### config.mk
export PLATFORM = sky130hd
export DESIGN_NAME = redge_gen
export DESIGN_NICKNAME = d
export VERILOG_FILES = /design/src/rtl/redge_gen_pkg.sv /design/src/rtl/sync_2ff.sv /design/src/rtl/redge_gen.sv
export SDC_FILE = /design/constraint.sdc
export NUM_CORES = 1
export LEC_CHECK = 0
export CAP_MARGIN = 20
export CORE_ASPECT_RATIO = 0.9
export CORE_MARGIN = 2
export CORE_UTILIZATION = 49
export CTS_CLUSTER_DIAMETER = 30
export DETAILED_ROUTE_END_ITERATION = 10
export HOLD_SLACK_MARGIN = 0.15
export PLACE_DENSITY = 0.89
export SYNTH_ARGS = -nofsm -noshare
export SYNTH_HDL_FRONTEND = slang
export SYNTH_SLANG_ARGS = --single-unit
### constraint.sdc
create_clock -name clock -period 3.6 [get_ports clock]
set_clock_uncertainty 0.1 [all_clocks]
set_input_delay 0.72 -clock clock [delete_from_list [all_inputs] [get_ports clock]]
set_output_delay 0.72 -clock clock [all_outputs]
set_load 0.01 [all_outputs]
### src/rtl/redge_gen_pkg.sv
// Shared types and default constants for the redge_gen debounced press-strobe generator.
package redge_gen_pkg;

    typedef enum logic [1:0] {
        IDLE_LO = 2'd0,
        CHK_HI  = 2'd1,
        IDLE_HI = 2'd2,
        CHK_LO  = 2'd3
    } state_e;

    localparam int unsigned DEF_CNT_W           = 4;
    localparam int unsigned DEF_EVT_W           = 8;
    localparam int unsigned DEF_DEBOUNCE_CYCLES = 4;

endpackage

### src/rtl/sync_2ff.sv
// Two-flop synchronizer for a single asynchronous level; clears to 0 on reset.
module sync_2ff (
    input  logic clock,
    input  logic reset_n,
    input  logic d,
    output logic q
);

    logic r_meta;
    logic r_sync;

    always_ff @(posedge clock or negedge reset_n) begin
        if (!reset_n) begin
            r_meta <= 1'b0;
            r_sync <= 1'b0;
        end else begin
            r_meta <= d;
            r_sync <= r_meta;
        end
    end

    assign q = r_sync;

endmodule

### src/rtl/redge_gen.sv
// Debounces a raw button and issues one registered increment strobe per accepted press.
// Define REDGE_GEN_SYNC_EN to put a 2-flop synchronizer in front of the debouncer.
module redge_gen
    import redge_gen_pkg::*;
#(
    parameter int unsigned DEBOUNCE_CYCLES = DEF_DEBOUNCE_CYCLES,
    parameter int unsigned CNT_W           = DEF_CNT_W,
    parameter int unsigned EVT_W           = DEF_EVT_W
) (
    input  logic             clock,
    input  logic             reset_n,
    input  logic             btn,
    input  logic [CNT_W-1:0] cnt_fb,
    output logic             redge,
    output logic [CNT_W-1:0] inputs,
    output logic             btn_db,
    output logic [EVT_W-1:0] evt_cnt
);

    localparam int unsigned DW = $clog2(DEBOUNCE_CYCLES) + 1;
    localparam logic [DW-1:0] DLAST = DW'(DEBOUNCE_CYCLES - 1);

    logic w_s;

`ifdef REDGE_GEN_SYNC_EN
    sync_2ff u_sync (
        .clock   (clock),
        .reset_n (reset_n),
        .d       (btn),
        .q       (w_s)
    );
`else
    logic r_samp;

    always_ff @(posedge clock or negedge reset_n) begin
        if (!reset_n) begin
            r_samp <= 1'b0;
        end else begin
            r_samp <= btn;
        end
    end

    assign w_s = r_samp;
`endif

    state_e          r_state;
    state_e          w_state_d;
    logic [DW-1:0]   r_dcnt;
    logic [DW-1:0]   w_dcnt_d;
    logic            r_redge;
    logic            w_redge_d;
    logic [CNT_W-1:0] r_inputs;
    logic [EVT_W-1:0] r_evt;

    always_ff @(posedge clock or negedge reset_n) begin
        if (!reset_n) begin
            r_state <= IDLE_LO;
            r_dcnt  <= '0;
            r_redge <= 1'b0;
        end else begin
            r_state <= w_state_d;
            r_dcnt  <= w_dcnt_d;
            r_redge <= w_redge_d;
        end
    end

    // Only the press path raises the strobe; release qualification is silent.
    always_comb begin
        w_state_d = r_state;
        w_dcnt_d  = r_dcnt;
        w_redge_d = 1'b0;
        unique case (r_state)
            IDLE_LO: begin
                if (w_s) begin
                    w_state_d = CHK_HI;
                    w_dcnt_d  = DW'(1);
                end
            end
            CHK_HI: begin
                if (!w_s) begin
                    w_state_d = IDLE_LO;
                    w_dcnt_d  = '0;
                end else if (r_dcnt == DLAST) begin
                    w_state_d = IDLE_HI;
                    w_dcnt_d  = '0;
                    w_redge_d = 1'b1;
                end else begin
                    w_dcnt_d  = r_dcnt + DW'(1);
                end
            end
            IDLE_HI: begin
                if (!w_s) begin
                    w_state_d = CHK_LO;
                    w_dcnt_d  = DW'(1);
                end
            end
            CHK_LO: begin
                if (w_s) begin
                    w_state_d = IDLE_HI;
                    w_dcnt_d  = '0;
                end else if (r_dcnt == DLAST) begin
                    w_state_d = IDLE_LO;
                    w_dcnt_d  = '0;
                end else begin
                    w_dcnt_d  = r_dcnt + DW'(1);
                end
            end
            default: begin
                w_state_d = IDLE_LO;
                w_dcnt_d  = '0;
            end
        endcase
    end

    always_comb begin
        btn_db = 1'b0;
        unique case (r_state)
            IDLE_HI, CHK_LO: btn_db = 1'b1;
            default:         btn_db = 1'b0;
        endcase
    end

    // Feedback is delayed one cycle so the value is settled when the strobe fires.
    always_ff @(posedge clock or negedge reset_n) begin
        if (!reset_n) begin
            r_inputs <= '0;
            r_evt    <= '0;
        end else begin
            r_inputs <= cnt_fb;
            if (r_redge && (r_evt != {EVT_W{1'b1}})) begin
                r_evt <= r_evt + EVT_W'(1);
            end
        end
    end

    assign redge   = r_redge;
    assign inputs  = r_inputs;
    assign evt_cnt = r_evt;

endmodule

==> results of run 1 <==
[worst max path at each step]
stage / from / to / slack, ps / cells after the start
5_1_grt: evt_cnt[3]$_DFFE_PN0P_ / evt_cnt[3] / 1310 / 1
2_1_floorplan: evt_cnt[0]$_DFFE_PN0P_ / evt_cnt[1]$_DFFE_PN0P_ / 2140 / 4
6_report: evt_cnt[3]$_DFFE_PN0P_ / evt_cnt[3] / 1390 / 1
4_1_cts: evt_cnt[3]$_DFFE_PN0P_ / evt_cnt[3] / 1380 / 1
3_3_place_gp: reset_n / evt_cnt[1]$_DFFE_PN0P_ / 1750 / 1
3_5_place_dp: reset_n / r_dcnt[0]$_DFFE_PN0P_ / 1710 / 1
[flip-flops by register name, summed over array words and instances, names as in the netlist, named ones only]
name / flops
redge: 1
evt_cnt: 8
r_dcnt: 3
inputs: 4
r_samp: 1
r_state: 1
[kinds of logic (layout without fill, tap and decap cells)]
group | after synthesis | after routing | synth area share [%]
AOI/OAI and AO/OA | 13 | 13 | 10.6
xor gates and xnor gates | 3 | 3 | 3.24
adders and majority gates | 2 | 2 | 3.09
buffers and inverters | 4 | 26 | 2.01
DFF | 19 | 19 | 58.6
muxes | 5 | 5 | 6.94
and+or+nand+nor | 20 | 20 | 15.4
[per-layer routing]
layer / GRT usage [%] / vias to the layer above
li1: - / 282
met1: 19.6 / 291
met2: 26.6 / 23
met3: 8.19 / 4
met4: 8.33 / 0
met5: 0 / -
[power by group through the flow]
stage	Clock [uW]	Sequential, uW	Combinational [uW]
after floorplan	0	289	77.2
after global placement	0	288	136
after detailed placement	0	290	143
after CTS	110	286	143
after global routing	120	292	157
final	105	287	142
[synthesized netlist by cell type]
library cell | instances | area share [%]
nor2b_1 | 1 | 0.77
o211ai_1 | 1 | 0.93
o21a_1 | 3 | 2.8
buf_2 | 1 | 0.62
xnor2_1 | 2 | 2.2
mux2_1 | 1 | 1.4
nand2_1 | 5 | 2.3
nand2b_1 | 1 | 0.77
inv_1 | 2 | 0.93
nor2_1 | 2 | 0.93
xor2_1 | 1 | 1.1
and3_1 | 1 | 0.77
nor3b_1 | 2 | 1.9
a21oi_1 | 3 | 1.9
nand3_1 | 2 | 1.2
nand4_1 | 1 | 0.77
o21ai_0 | 3 | 1.9
a31oi_1 | 1 | 0.77
and4_2 | 1 | 1.2
nand4b_1 | 1 | 1.1
clkbuf_1 | 1 | 0.46
o2111a_1 | 1 | 1.4
nand4_2 | 1 | 1.5
ha_1 | 2 | 3.1
and4_1 | 2 | 2.2
dfrtp_1 | 19 | 59
mux2_2 | 4 | 5.6
o21ai_2 | 1 | 1.1
[per-stage QoR]
step	area, um^2	util, %
after detailed placement	1030	68.8
after global routing	1060	70.6
after CTS	1060	70.6
after global placement	1030	68.8
after floorplan	811	-
final	1060	70.6
[area by class of cell]
| type | count | share of cell area, % |
|---|---|---|
| Clock buffer | 4 | 2.49 |
| Tap cell | 22 | 2.61 |
| Sequential cell | 19 | 45.0 |
| Timing Repair Buffer | 20 | 19.0 |
| Inverter | 2 | 0.711 |
| Multi-Input combinational cell | 43 | 30.2 |
==> metrics, run 1 <==
Net Sw Frac between 20% and 30%; Total Power between 500 and 600 uW; H-tree depth 1; routed wire length approximately 1500 um; CP cell instances clkdlybuf4s50_1; Vias 600; register area 475 um^2; pre-CTS setup slack 1710 ps; CP max stage delay 590 ps; Max Buffers Root-to-Sink 2; logic gate share of total power a little over a quarter; # clock sinks 19; largest net degree at the start of global routing 20; final setup margin about 1400 ps; number of fill cells 120; Tmin final 2210 ps; reg2reg setup slack just over 2000 ps; Switch Pwr about 160 uW; Synth Warn # 0; Final Non-Filler Cells 110; layout cells sized above 1 approximately 11%; Initial Utilization 54.2%; top layer reached by signal wires met4; Hold Slack 397 ps; Worst EP arrival 1390 ps; post-route clock period utilization about 60%; FMAX about 450 MHz; row count 13; drt first pass iters 4; Final ANT Viol Nets 0; synth unique cells 28; WL/cell 13.3 um; Hold Path End r_dcnt[2]$_DFFE_PN0P_; area of the multi-input gates roughly 320 um^2; die height 42.6 um; Die ar. about 2000 um^2; # hold bufs at CTS 0; post-DP HPWL about 1100 um; critical path's top delay family buffers and inverters; Clock Power Share roughly a fifth; Inserted Clock Buffers 3; Layout Area Growth over Synthesis 30.2%; Inserted Diodes 0; post-cts resize count 0; mean post-synth cell area roughly 12 um^2; WS Path Type flip-flop to primary output; status finished, final reports clean; WHS Path Cells 1; reg-to-reg startpoint evt_cnt[0]$_DFFE_PN0P_; clk root buf clkbuf_4; routability cong. 0.825; R2R Path End evt_cnt[1]$_DFFE_PN0P_; placed insts between 100 and 150; HP Class flip-flop to flip-flop; Sum Neg Setup Slack 0 ps; Crit path buffers/inverters 1; Least-Margin Pin Slew between 800 and 900 ps; FF-to-FF path depth 4; Max Cap Viol 0; Leakage 0.000451 uW; Syn Std Cell Area slightly above 800 um^2; initial antenna violation count 0; Pwr Density roughly 510 nW/um^2; CP max-delay cell clkdlybuf4s50_1; FF+latch count, synth 19; GRT overflow 0; Hold Startpoint r_dcnt[2]$_DFFE_PN0P_; Final Hold Fails 0; vias per cell between 5 and 6; max-slew violations 0; setup violators final 0; Required @ worst endpoint 2780 ps; CP max FO 9; DRC Markers 0; sequential area share after synthesis 58.6%; num ports 21; routed wl met2 around 670 um; Crit. End Element primary output; crit path launch type flip-flop; CORE AREA between 1000 and 1500 um^2; commonest non-fill, non-tap cell in the layout clkdlybuf4s50_1; post-CTS setup buffers 0; slew margin rel. around 45%; buffers added on ports 20; DR WL met3 113 um; Post-Synthesis Cells 66; GRT Overall Usage 17.3%; unrepaired setup endpoints after global routing false; Max VDD drop 0.000325 V; clock-pin slew on the worst setup and hold paths about 100 ps; Sequential Power Share between 50% and 60%; worst skew pair latency 290 ps; syn nets 75; CTS tree done; vias in the first global route ~590; most frequent cells in the layout 20 x clkdlybuf4s50_1, 19 x dfrtp_1, 5 x nand2_1; Final Net Count a little under 100; Met1 Wirelength around 650 um; first-pass GRT wire length roughly 2400 um; DRT iter0 DRCs 10; Die Wd 46.9 um; cell internal pwr roughly 370 uW
Note: power is estimated with default switching activity, not from simulation.
==> run 2: changes to the inputs <==
--- a/config.mk
+++ b/config.mk
@@ -8,11 +8,11 @@
 export CAP_MARGIN = 20
 export CORE_ASPECT_RATIO = 0.9
 export CORE_MARGIN = 2
-export CORE_UTILIZATION = 49
+export CORE_UTILIZATION = 41
 export CTS_CLUSTER_DIAMETER = 30
 export DETAILED_ROUTE_END_ITERATION = 10
 export HOLD_SLACK_MARGIN = 0.15
-export PLACE_DENSITY = 0.89
+export PLACE_DENSITY = 0.81
 export SYNTH_ARGS = -nofsm -noshare
 export SYNTH_HDL_FRONTEND = slang
 export SYNTH_SLANG_ARGS = --single-unit
==> constraint.sdc (replaced) <==
create_clock -name clock -period 2 [get_ports clock]
set_clock_uncertainty 0.1 [all_clocks]
set_input_delay 0.4 -clock clock [delete_from_list [all_inputs] [get_ports clock]]
set_output_delay 0.4 -clock clock [all_outputs]
set_load 0.01 [all_outputs]
==> run 2 against run 1 <==
Net effect:
- sequential power grew 79%
- die area grew 18%
- utilization shrank 14 points
- cell count grew 3.6%
- sequential share of layout area shrank 0.48 points
- largest cell class unchanged
==> metrics, run 2 (same netlist as run 1, synthesis figures left out) <==
Sequential Power Share 54.2% (+0.4 points); Max VDD drop 0.000532 V (+64%); initial antenna violation count 0 (unchanged); Max Cap Viol 0 (unchanged); drt first pass iters 4 (unchanged); # hold bufs at CTS 0 (unchanged); Final ANT Viol Nets 0 (unchanged); routability cong. 0.776 (-6.0%); WL/cell 11.8 um (-11%); area of the multi-input gates 319 um^2 (unchanged); pre-CTS setup slack 471 ps (-1240 ps); register area 475 um^2 (unchanged); setup violators final 0 (unchanged); row count 15 (+2); CP cell instances clkdlybuf4s50_1; Final Hold Fails 0 (unchanged); Worst EP arrival 1350 ps (-40 ps); Sum Neg Setup Slack 0 ps (unchanged); num ports 21 (unchanged); number of flip-flops in the largest register 8 (unchanged); H-tree depth 1 (unchanged); Least-Margin Pin Slew 262 ps (-555 ps); most frequent cells in the layout 20 x clkdlybuf4s50_1, 19 x dfrtp_1, 5 x nand2_1; FMAX between 500 and 600 MHz; logic gate share of total power 26.7% (+0.2 points); Crit path buffers/inverters 1 (unchanged); die height 46.2 um (+8.4%); Final Net Count 99 (+1.0%); crit path launch type flip-flop; vias in the first global route 536 (-8.5%); reg2reg setup slack 490 ps (-1550 ps); vias per cell 5.10 (-6.6%); clock-pin slew on the worst setup and hold paths 100 ps (about the same); max-slew violations 0 (unchanged); GRT overflow 0 (unchanged); Crit. End Element primary output; commonest non-fill, non-tap cell in the layout clkdlybuf4s50_1; clk root buf clkbuf_4; CP max FO 9 (unchanged); Tmin final approximately 1800 ps; post-cts resize count 0 (unchanged); critical path's top delay family buffers and inverters; CTS tree done; post-route clock period utilization 92.3%; slew margin rel. 82.4% (+37 points); first-pass GRT wire length 2330 um (-4.8%); layout cells sized above 1 12.4% (+1.0 points); CP max stage delay 580 ps (about the same); GRT Overall Usage 13.9% (-3.3 points); Leakage 0.000455 uW (+1.1%); final setup margin 155 ps (-1240 ps); worst skew pair latency 280 ps (about the same); Die ar. 2350 um^2 (+18%); unrepaired setup endpoints after global routing false; Layout Area Growth over Synthesis 31.6%; cell internal pwr 674 uW (+80%); Pwr Density 889 nW/um^2 (+76%); WS Path Type flip-flop to primary output; Net Sw Frac 29.0% (-0.94 points); status finished, final reports clean; CP max-delay cell clkdlybuf4s50_1; R2R Path End evt_cnt[1]$_DFFE_PN0P_; reg-to-reg startpoint evt_cnt[0]$_DFFE_PN0P_; DRC Markers 0 (unchanged); HP Class input pin to async pin; Required @ worst endpoint 1500 ps (-1280 ps); buffers added on ports 20 (unchanged); number of fill cells 183 (+53%); Inserted Clock Buffers 3 (unchanged); Clock Power Share 19.1% (-0.6 points); post-DP HPWL 1010 um (-3.7%); routed wire length 1340 um (-8.3%); # clock sinks 19 (unchanged); Inserted Diodes 0 (unchanged); CORE AREA 1900 um^2 (+27%); Vias 581 (-3.2%); Switch Pwr 275 uW (+72%); Die Wd 50.9 um (+8.5%); largest net degree at the start of global routing 20 (unchanged); FF-to-FF path depth 4 (unchanged); post-CTS setup buffers 0 (unchanged); Max Buffers Root-to-Sink 2 (unchanged); Initial Utilization 42.8% (-11 points); DRT iter0 DRCs 7 (-3)
run 2: power groups by stage:
stage | sequential [uW] | combinational [uW] | clock (uW)
CTS | 515 | 260 | 197
global placement | 518 | 248 | 0
floorplan | 521 | 139 | 0
finish | 514 | 253 | 181
global route | 524 | 281 | 215
detailed placement | 520 | 261 | 0
run 2: area by class of cell:
class	count	share of cell area (%)
multi-input combinational	43	29.9
timing repair buffer	21	19.5
clock buffer	4	2.46
inverter	2	0.703
tap	25	2.93
sequential	19	44.5
run 2: worst max-delay path by stage:
stage	startpoint	cells after the start	slack [ps]	to
6_report	evt_cnt[3]$_DFFE_PN0P_	1	150	evt_cnt[3]
3_3_place_gp	evt_cnt[3]$_DFFE_PN0P_	1	500	evt_cnt[3]
5_1_grt	evt_cnt[4]$_DFFE_PN0P_	1	50	evt_cnt[4]
4_1_cts	evt_cnt[4]$_DFFE_PN0P_	1	130	evt_cnt[4]
3_5_place_dp	evt_cnt[4]$_DFFE_PN0P_	1	470	evt_cnt[4]
2_1_floorplan	evt_cnt[0]$_DFFE_PN0P_	4	540	evt_cnt[1]$_DFFE_PN0P_
run 2: worst register-to-register path, stage by stage, from the launching register on:
cell and delay, ps:
dfrtp_1 410, ha_1 220, nand3_1 150, o21ai_2 190, mux2_2 340
run 2: stage by stage:
stage	total power [uW]	cell area (um^2)	hold slack, ps	instances	util (%)
2_1_floorplan	660	811	4.41	66	-
3_3_place_gp	766	1040	374	110	54.9
3_5_place_dp	781	1040	381	110	54.9
4_1_cts	971	1070	336	114	56.3
5_1_grt	1020	1070	347	114	56.3
6_report	949	1070	339	114	56.3
run 2: routing by layer:
layer	vias to the layer above	GRT usage, %	wire length (um)
met5	-	0	0
met4	0	9.73	15
met3	2	3.25	80
met2	18	21.8	639
met1	276	17.4	608
li1	285	-	-
==> run 3: changes to the inputs <==
--- a/config.mk
+++ b/config.mk
@@ -13,6 +13,7 @@
 export DETAILED_ROUTE_END_ITERATION = 10
 export HOLD_SLACK_MARGIN = 0.15
 export PLACE_DENSITY = 0.81
+export SKIP_LAST_GASP = 1
 export SYNTH_ARGS = -nofsm -noshare
 export SYNTH_HDL_FRONTEND = slang
 export SYNTH_SLANG_ARGS = --single-unit
==> results of run 3 <==
No change in the layout: final DEF, timing and power equal those of run 2.
